File: config.mk
export PLATFORM = sky130hd
export DESIGN_NAME = ser_tx_arbiter
export DESIGN_NICKNAME = d
export VERILOG_FILES = /design/src/rtl/ser_tx_arbiter.sv
export SDC_FILE = /design/constraint.sdc
export NUM_CORES = 1
export LEC_CHECK = 0
export ABC_AREA = 1
export BUFFER_PORTS_ARGS = -buffer_cell sky130_fd_sc_hd__buf_2
export CAP_MARGIN = 20
export CORE_UTILIZATION = 45
export DETAILED_ROUTE_END_ITERATION = 8
export PLACE_DENSITY = 0.72
export SLEW_MARGIN = 5
export SYNTH_ARGS = -nofsm -noshare
export SYNTH_HDL_FRONTEND = slang
export SYNTH_SLANG_ARGS = --single-unit
File: constraint.sdc
create_clock -name clk -period 1.2 [get_ports clk]
set_input_delay 0.12 -clock clk [delete_from_list [all_inputs] [get_ports clk]]
set_output_delay 0.12 -clock clk [all_outputs]
set_load 0.05 [all_outputs]
File: src/rtl/ser_tx_arbiter.sv
// Two-requester round-robin arbiter feeding an MSB-first serializer (IDLE -> SHIFT -> DONE).
// Define SER_TX_PARITY_EN to append an even-parity bit after the data bits.
module ser_tx_arbiter #(
    parameter int WIDTH = 4
) (
    input  logic             clk,
    input  logic             reset_n,
    input  logic             valid_a,
    input  logic [WIDTH-1:0] data_a,
    output logic             ready_a,
    input  logic             valid_b,
    input  logic [WIDTH-1:0] data_b,
    output logic             ready_b,
    output logic             ser_o,
    output logic             ser_en_o,
    output logic             grant_o,
    output logic             busy_o,
    output logic             done_o
);
    localparam int CW = $clog2(WIDTH + 2);
`ifdef SER_TX_PARITY_EN
    localparam logic [CW-1:0] LAST = CW'(WIDTH + 1);
`else
    localparam logic [CW-1:0] LAST = CW'(WIDTH);
`endif

    typedef enum logic [1:0] {IDLE, SHIFT, DONE} state_t;

    state_t           state;
    logic [WIDTH-1:0] shreg;
    logic [CW-1:0]    cnt;
    logic             prio_b;   // 1: B wins the next tie
    logic             idle;
    logic             pick_b;
    logic [WIDTH-1:0] word;
`ifdef SER_TX_PARITY_EN
    logic             par;
`endif

    always_comb begin
        idle    = (state == IDLE);
        pick_b  = valid_b & (~valid_a | prio_b);
        ready_a = idle & valid_a & ~pick_b;
        ready_b = idle & pick_b;
        word    = pick_b ? data_b : data_a;
    end

    // ser_o is registered one bit ahead: the MSB is loaded on acceptance,
    // then each SHIFT edge presents the next bit of the held word.
    always_ff @(posedge clk or negedge reset_n) begin
        if (!reset_n) begin
            state    <= IDLE;
            shreg    <= '0;
            cnt      <= '0;
            prio_b   <= 1'b0;
            ser_o    <= 1'b0;
            ser_en_o <= 1'b0;
            grant_o  <= 1'b0;
            busy_o   <= 1'b0;
            done_o   <= 1'b0;
`ifdef SER_TX_PARITY_EN
            par      <= 1'b0;
`endif
        end else begin
            case (state)
                IDLE: begin
                    if (valid_a | valid_b) begin
                        state    <= SHIFT;
                        shreg    <= word;
                        cnt      <= CW'(1);
                        grant_o  <= pick_b;
                        prio_b   <= ~pick_b;
                        ser_o    <= word[WIDTH-1];
                        ser_en_o <= 1'b1;
                        busy_o   <= 1'b1;
`ifdef SER_TX_PARITY_EN
                        par      <= ^word;
`endif
                    end
                end
                SHIFT: begin
                    if (cnt == LAST) begin
                        state    <= DONE;
                        cnt      <= '0;
                        ser_o    <= 1'b0;
                        ser_en_o <= 1'b0;
                        done_o   <= 1'b1;
                    end else begin
                        cnt   <= cnt + CW'(1);
                        shreg <= {shreg[WIDTH-2:0], 1'b0};
`ifdef SER_TX_PARITY_EN
                        ser_o <= (cnt == CW'(WIDTH)) ? par : shreg[WIDTH-2];
`else
                        ser_o <= shreg[WIDTH-2];
`endif
                    end
                end
                DONE: begin
                    state  <= IDLE;
                    done_o <= 1'b0;
                    busy_o <= 1'b0;
                end
                default: state <= IDLE;
            endcase
        end
    end
endmodule

==> flow_summary_export.csv, run 1 <==
group,metric,value,unit
sta,rsz0062_at_grt,"true",
place,routabilityCongestion,0.822,
outcome,outcome,"finished, violations left",
power_and_ir_drop,internal_power,1.63,mW
floorplanning,dieArea,0.00179,mm^2
final_layout,multiInputGateArea,349,um^2
synth,synth_common_cells,"nand2_1, inv_1, dfrtp_1",
clock_tree,clock_latency,0.28,ns
route,wirelength,1590,um
sta,setup_ws,-0.148,ns
route,drtIter0Drc,10,
final_layout,drive_gt1_frac,0.523,
place,dpl.hpwl,1040,um
synth,syn-mean-instance-area,8.21,um^2
route,post_drt_wl_per_cell,10.9,um
outcome,violations,"negative setup slack",
critical_path,r2r-start,"state[1]",
sta,setup_viol,10,
global_routing,grt_pass1_vias,652,
synth,syn_area,731,um^2
synth,ys_types,16,
synth,syn_nets,103,
clock_tree,numCtsBuffers,3,
synth,synthSimpleGateAreaFrac,0.281,
final_layout,nets,146,
final_layout,fin_util,0.728,
power_and_ir_drop,vdd_drop_max,1.74,mV
synth,synth_top_family_by_area,"simple AND/OR/NAND/NOR gates",
critical_path,end_kind,"primary output",
sta,tightest_slew,0.310,ns
flow_run,max_cap_viol_count,0,
sta,final_hold_viol_count,0,
synth,ys_ff_latch,14,
floorplanning,ios,19,
synth,netlist_instances,89,
final_layout,final-seq-area,350,um^2
clock_tree,htreeDepth,1,
sta,period_share,1.12,
synth,synth-main-ff-cell,"dfrtp_1",
route,drcViolationCount,0,
power_and_ir_drop,p_sw,1.39,mW
synth,synth_top_area_share,0.479,
hold_path,hp-start,"data_a[0]",
final_layout,syn2layout_area_growth,50.0,%
global_routing,grt_max_degree,15,
route,ant_nets,0,
critical_path,criticalPathCategory,"register to primary output",
power_and_ir_drop,share_comb_of_total_power,0.651,
place,port_buffers,18,
synth,synth_top_cells_by_area,"dfrtp_1, nand2_1, inv_1, nand3_1, nand2_4",
sta,fmax,742,MHz
floorplanning,rows,14,
synth,ys_seq_area_frac,0.479,
synth,synth-async-reset-ratio,1.00,
sta,fin_skew,0.00312,ns
hold_path,hold_depth,3,
global_routing,overflow,0,
clock_tree,clk_pin_slew_worst_paths,0.08,ns
clock_tree,root_buffer,"clkbuf_4",
synth,synthMuxAreaShare,0,
sta,drv_slew,0,
sta,maxSlewHeadroom,0.793,
power_and_ir_drop,switching_share,0.459,
sta,fin_crit,1.35,ns
floorplanning,start_util,0.485,
synth,synth-compound-area-share,0.0856,
critical_path,cp_max_fo,4,
synth,ys_warn_count,0,
final_layout,n_fill_cell,122,
final_layout,antenna_cells,0,
hold_path,hold_class,"input port to register",
critical_path,reg2reg_depth,8,
synth,synth_xor_area_frac,0.0120,
floorplanning,die_h,42.3,um
critical_path,critPathLaunchType,"register",
floorplanning,die_w,42.3,um
synth,yosysMostFrequentCell,"nand2_1",
route,vias_per_cell,4.70,
synth,synth-edff-count,0,
power_and_ir_drop,powerDensity,2750,mW/mm^2
critical_path,worstPathArrival,1.23,ns
power_and_ir_drop,pwr-share-seq,0.264,
clock_tree,clkSinkCount,14,
critical_path,crit_path_start,"state[1]",
global_routing,grt_use_total,0.190,
critical_path,required,1.08,ns
clock_tree,cts_buffer_depth,2,
floorplanning,core-area,0.00151,mm^2
sta,setup_tns,-0.936,ns
synth,synthAdderAreaFrac,0.0342,
global_routing,grt_pass1_wl,2520,um
power_and_ir_drop,power.total,3.02,mW
route,dr.pass1.iters,3,
power_and_ir_drop,pwr-share-clk,0.085,
power_and_ir_drop,p_leak,0.600,nW
synth,yosysTopAreaCell,"dfrtp_1",
clock_tree,cts_tree,"built",
global_routing,antenna_found_initial,0,
route,vias,686,
## area by class of cell
type | instances | area share
sequential | 14 | 0.320
multi-input combinational | 54 | 0.318
timing repair buffer | 38 | 0.243
inverter | 21 | 0.0799
clock buffer | 3 | 0.0205
tap | 16 | 0.0183
## logic make-up (layout without fill, tap and decap cells)
kind of cell / after synthesis / in the layout
adder cells (fa/ha/maj): 2 / 2
buffers and inverters: 21 / 62
flip-flops: 14 / 14
AO/OA/AOI/OAI: 11 / 11
XOR/XNOR: 1 / 1
AND/OR/NAND/NOR: 40 / 40
## repair_timing
action                                  CTS  global route
endpoints found under the setup margin    7            10
setup buffers                             3             6
gates resized for setup                   7            17
endpoints found under the hold margin    14             0
hold buffers                              1             0
pin swaps                                 3             5
## critical path, cell delays in order (launching register included)
cell	delay [ns]
dfrtp_1	0.41
nor2_2	0.14
nand2_4	0.09
inv_4	0.07
nand2_4	0.05
clkinvlp_4	0.06
buf_8	0.13
## layout by cell type (no fill, tap or decap), drive strengths merged
master        n
a21oi         3
buf          37
clkbuf        3
clkinvlp      1
dfrtp        14
dlygate4sd3   1
ha            2
inv          20
nand2        24
nand3        10
nor2          6
o21ai         8
xnor2         1
## registers in the layout (all words and copies together), names as in the netlist
| name | count |
|---|---|
| state | 2 |
| done_o | 1 |
| grant_o | 1 |
| shreg | 3 |
| ser_o | 1 |
| busy_o | 1 |
| cnt | 3 |
| prio_b | 1 |
| ser_en_o | 1 |
## metal layers
| layer | GRT usage | wire [um] | vias to the layer above |
|---|---|---|---|
| li1 | - | - | 355 |
| met1 | 0.215 | 640 | 313 |
| met2 | 0.326 | 870 | 14 |
| met3 | 0.0259 | 45 | 4 |
| met4 | 0.131 | 33 | 0 |
| met5 | 0 | 0 | - |
## final timing paths
| kind | end | slack (ns) |
|---|---|---|
| setup / recovery | ready_a | -0.15 |
| min in group asynchronous | state[1] | 0.26 |
| setup reg to reg | shreg[1] | -0.13 |
| hold reg to reg | ser_en_o | 0.48 |
| hold / removal | shreg[0] | 0.10 |
| max in group asynchronous | cnt[1] | 0.70 |
## per-stage QoR
step           instances  instance area (um^2)  setup WS (ns)  hold slack [ns]
2_1_floorplan         89                   737       -0.00246           -0.176
3_3_place_gp         133                   922       -0.00584           0.0297
3_5_place_dp         133                   922        -0.0698           0.0320
4_1_cts              140                   998         -0.193           0.0919
5_1_grt              146                  1100         -0.210            0.104
6_report             146                  1100         -0.148            0.100
## power by group through the flow
stage               logic, mW  clock network, mW  registers, mW
CTS                      1.66              0.270          0.788
finish                   1.97              0.258          0.797
floorplan               0.835                  0           1.04
global route             2.15              0.290          0.822
global placement         1.54                  0          0.793
detailed placement       1.56                  0          0.797
Power figures use the tool's default switching activity.
==> run 2, diff against run 1 <==
--- a/config.mk
+++ b/config.mk
@@ -8,9 +8,10 @@
 export ABC_AREA = 1
 export BUFFER_PORTS_ARGS = -buffer_cell sky130_fd_sc_hd__buf_2
 export CAP_MARGIN = 20
-export CORE_UTILIZATION = 45
+export CORE_UTILIZATION = 48
+export CTS_BUF_LIST = sky130_fd_sc_hd__clkbuf_8
 export DETAILED_ROUTE_END_ITERATION = 8
-export PLACE_DENSITY = 0.72
+export PLACE_DENSITY = 0.84
 export SLEW_MARGIN = 5
 export SYNTH_ARGS = -nofsm -noshare
 export SYNTH_HDL_FRONTEND = slang
==> run 2 against run 1 <==
Compared with the run above: the flow still finishes with violations (negative setup slack); clock-buffer cell count rose by 1; wire length increased by 7.2%; register-to-register slack better by 0.15 ns; critical path depth stayed put; via count grew 4.2%; final area down 4.2%; clock power up 81%; non-clock buffer count fell by 6; utilization up 5.0 points; worst hold slack better by 0.025 ns; critical path type unchanged; largest power group unchanged; highest routed layer unchanged.
==> flow_summary_export.csv, run 2 (synthesis results as in run 1) <==
group,metric,value,unit
final_layout,fin_util,0.778,
place,port_buffers,18,
critical_path,critPathLaunchType,"register",
clock_tree,clock_latency,0.25,ns
clock_tree,htreeDepth,1,
floorplanning,dieArea,0.00168,mm^2
floorplanning,start_util,0.541,
place,dpl.hpwl,1120,um
critical_path,required,1.08,ns
clock_tree,clkSinkCount,14,
sta,maxSlewHeadroom,0.787,
final_layout,finalInstanceArea,0.00105,mm^2
clock_tree,cts_buffer_depth,2,
global_routing,grt_pass1_vias,642,
route,dr.pass1.iters,4,
sta,setup_viol,2,
floorplanning,core-area,0.00135,mm^2
floorplanning,die_w,41.0,um
critical_path,criticalPathCategory,"register to primary output",
route,post_drt_wl_per_cell,12.2,um
route,drcViolationCount,0,
final_layout,nets,140,
route,vias_per_cell,5.11,
power_and_ir_drop,power.total,3.06,mW
clock_tree,clk_pin_slew_worst_paths,0.06,ns
critical_path,worstPathArrival,1.21,ns
sta,drv_slew,0,
sta,rsz0062_at_grt,"true",
sta,fmax,752,MHz
global_routing,grt_use_total,0.261,
route,drtIter0Drc,19,
sta,tightest_slew,0.320,ns
outcome,outcome,"finished, violations left",
final_layout,final_common_cell,"nand2_1",
clock_tree,numCtsBuffers,3,
critical_path,cp_max_fo,4,
final_layout,antenna_cells,0,
route,ant_nets,0,
critical_path,crit_chain,"nor2_2, nand2_4, inv_4, nand2_4, clkinvlp_4, buf_8",
hold_path,hold_class,"input port to register",
sta,fin_crit,1.33,ns
clock_tree,root_buffer,"clkbuf_8",
critical_path,end_kind,"primary output",
power_and_ir_drop,vdd_drop_max,1.65,mV
sta,setup_ws,-0.129,ns
global_routing,overflow,0,
clock_tree,cts_tree,"built",
final_layout,drive_gt1_frac,0.464,
final_layout,syn2layout_area_growth,43.7,%
global_routing,antenna_found_initial,0,
final_layout,largestRegisters,"cnt (3), shreg (3), state (2)",
power_and_ir_drop,p_leak,0.575,nW
global_routing,grt_pass1_wl,2670,um
sta,hold-worst-slack,0.125,ns
sta,period_share,1.11,
final_layout,layout_common_cells,"nand2_1, buf_2, dfrtp_1, buf_4, inv_1",
floorplanning,rows,13,
sta,fin_skew,0.000896,ns
route,wirelength,1700,um
power_and_ir_drop,powerDensity,2920,mW/mm^2
floorplanning,ios,19,
place,routabilityCongestion,0.751,
critical_path,crit_path_frequent_cell,"nand2_4",
route,vias,715,
place,placed_area,898,um^2
critical_path,slowest_delay,0.39,ns
sta,final_hold_viol_count,0,
critical_path,slowest_stage,"dfrtp_1",
outcome,violations,"negative setup slack",
global_routing,grt_max_degree,15,
flow_run,max_cap_viol_count,0,
floorplanning,die_h,41.0,um
==> run 2: cell types whose count changed in the layout (fill, tap and decap cells not counted), sizes merged <==
cell,previous run,this run
clkbuf,3,4
buf,37,31
==> run 2: metal layers <==
metal  GRT usage  vias to the layer above  share of wire
met3      0.0707                        7          0.052
met5           0                        -              0
met1       0.282                      334           0.39
met2       0.445                       30           0.52
li1            -                      344              -
met4       0.158                        0          0.029
==> run 2: area by class of cell <==
type / instances / area [um^2]
Clock buffer: 4 / 55.1
Fill cell: 96 / 300
Inverter: 21 / 87.6
Multi-Input combinational cell: 54 / 324
Sequential cell: 14 / 350
Tap cell: 15 / 18.8
Timing Repair Buffer: 32 / 214
==> run 2: what timing repair did <==
action,in CTS,in global routing
endpoints found under the setup margin,6,8
pin swaps,6,3
hold endpoints to repair,14,0
buffers inserted,8,2
hold buffers,1,0
gates resized for setup,8,8
==> run 2: report_power, final <==
group          total, mW  switching [mW]  internal (mW)
Clock              0.468           0.177          0.291
Sequential         0.820           0.134          0.686
Combinational       1.78            1.08          0.700
Total               3.06            1.39           1.68
==> run 2: metrics by stage <==
stage	setup slack, ns	cells	TNS [ns]
finish	-0.129	140	-0.203
global route	-0.192	140	-0.521
CTS	-0.137	140	-0.195
detailed placement	-0.0710	129	-0.186
global placement	-0.00427	129	-0.00572
floorplan	-0.00246	89	-0.00246
==> run 2: worst paths after layout <==
check | slack, ns | endpoint | cells past startpoint | from
worst max register to register | 0.02 | shreg[1] | 8 | state[0]
min in group asynchronous | 0.30 | state[1] | 2 | reset_n
worst max-delay path | -0.13 | ready_a | 6 | state[0]
max in group asynchronous | 0.67 | cnt[1] | 2 | reset_n
worst min-delay path | 0.13 | shreg[0] | 3 | data_a[0]
worst min register to register | 0.47 | ser_en_o | 2 | ser_en_o
==> run 2: critical path: cells and delay by family, from the launching register on <==
| kind | cells | cell delay [ns] |
|---|---|---|
| flops | 1 | 0.39 |
| simple gates | 3 | 0.30 |
| buf+inv | 3 | 0.27 |
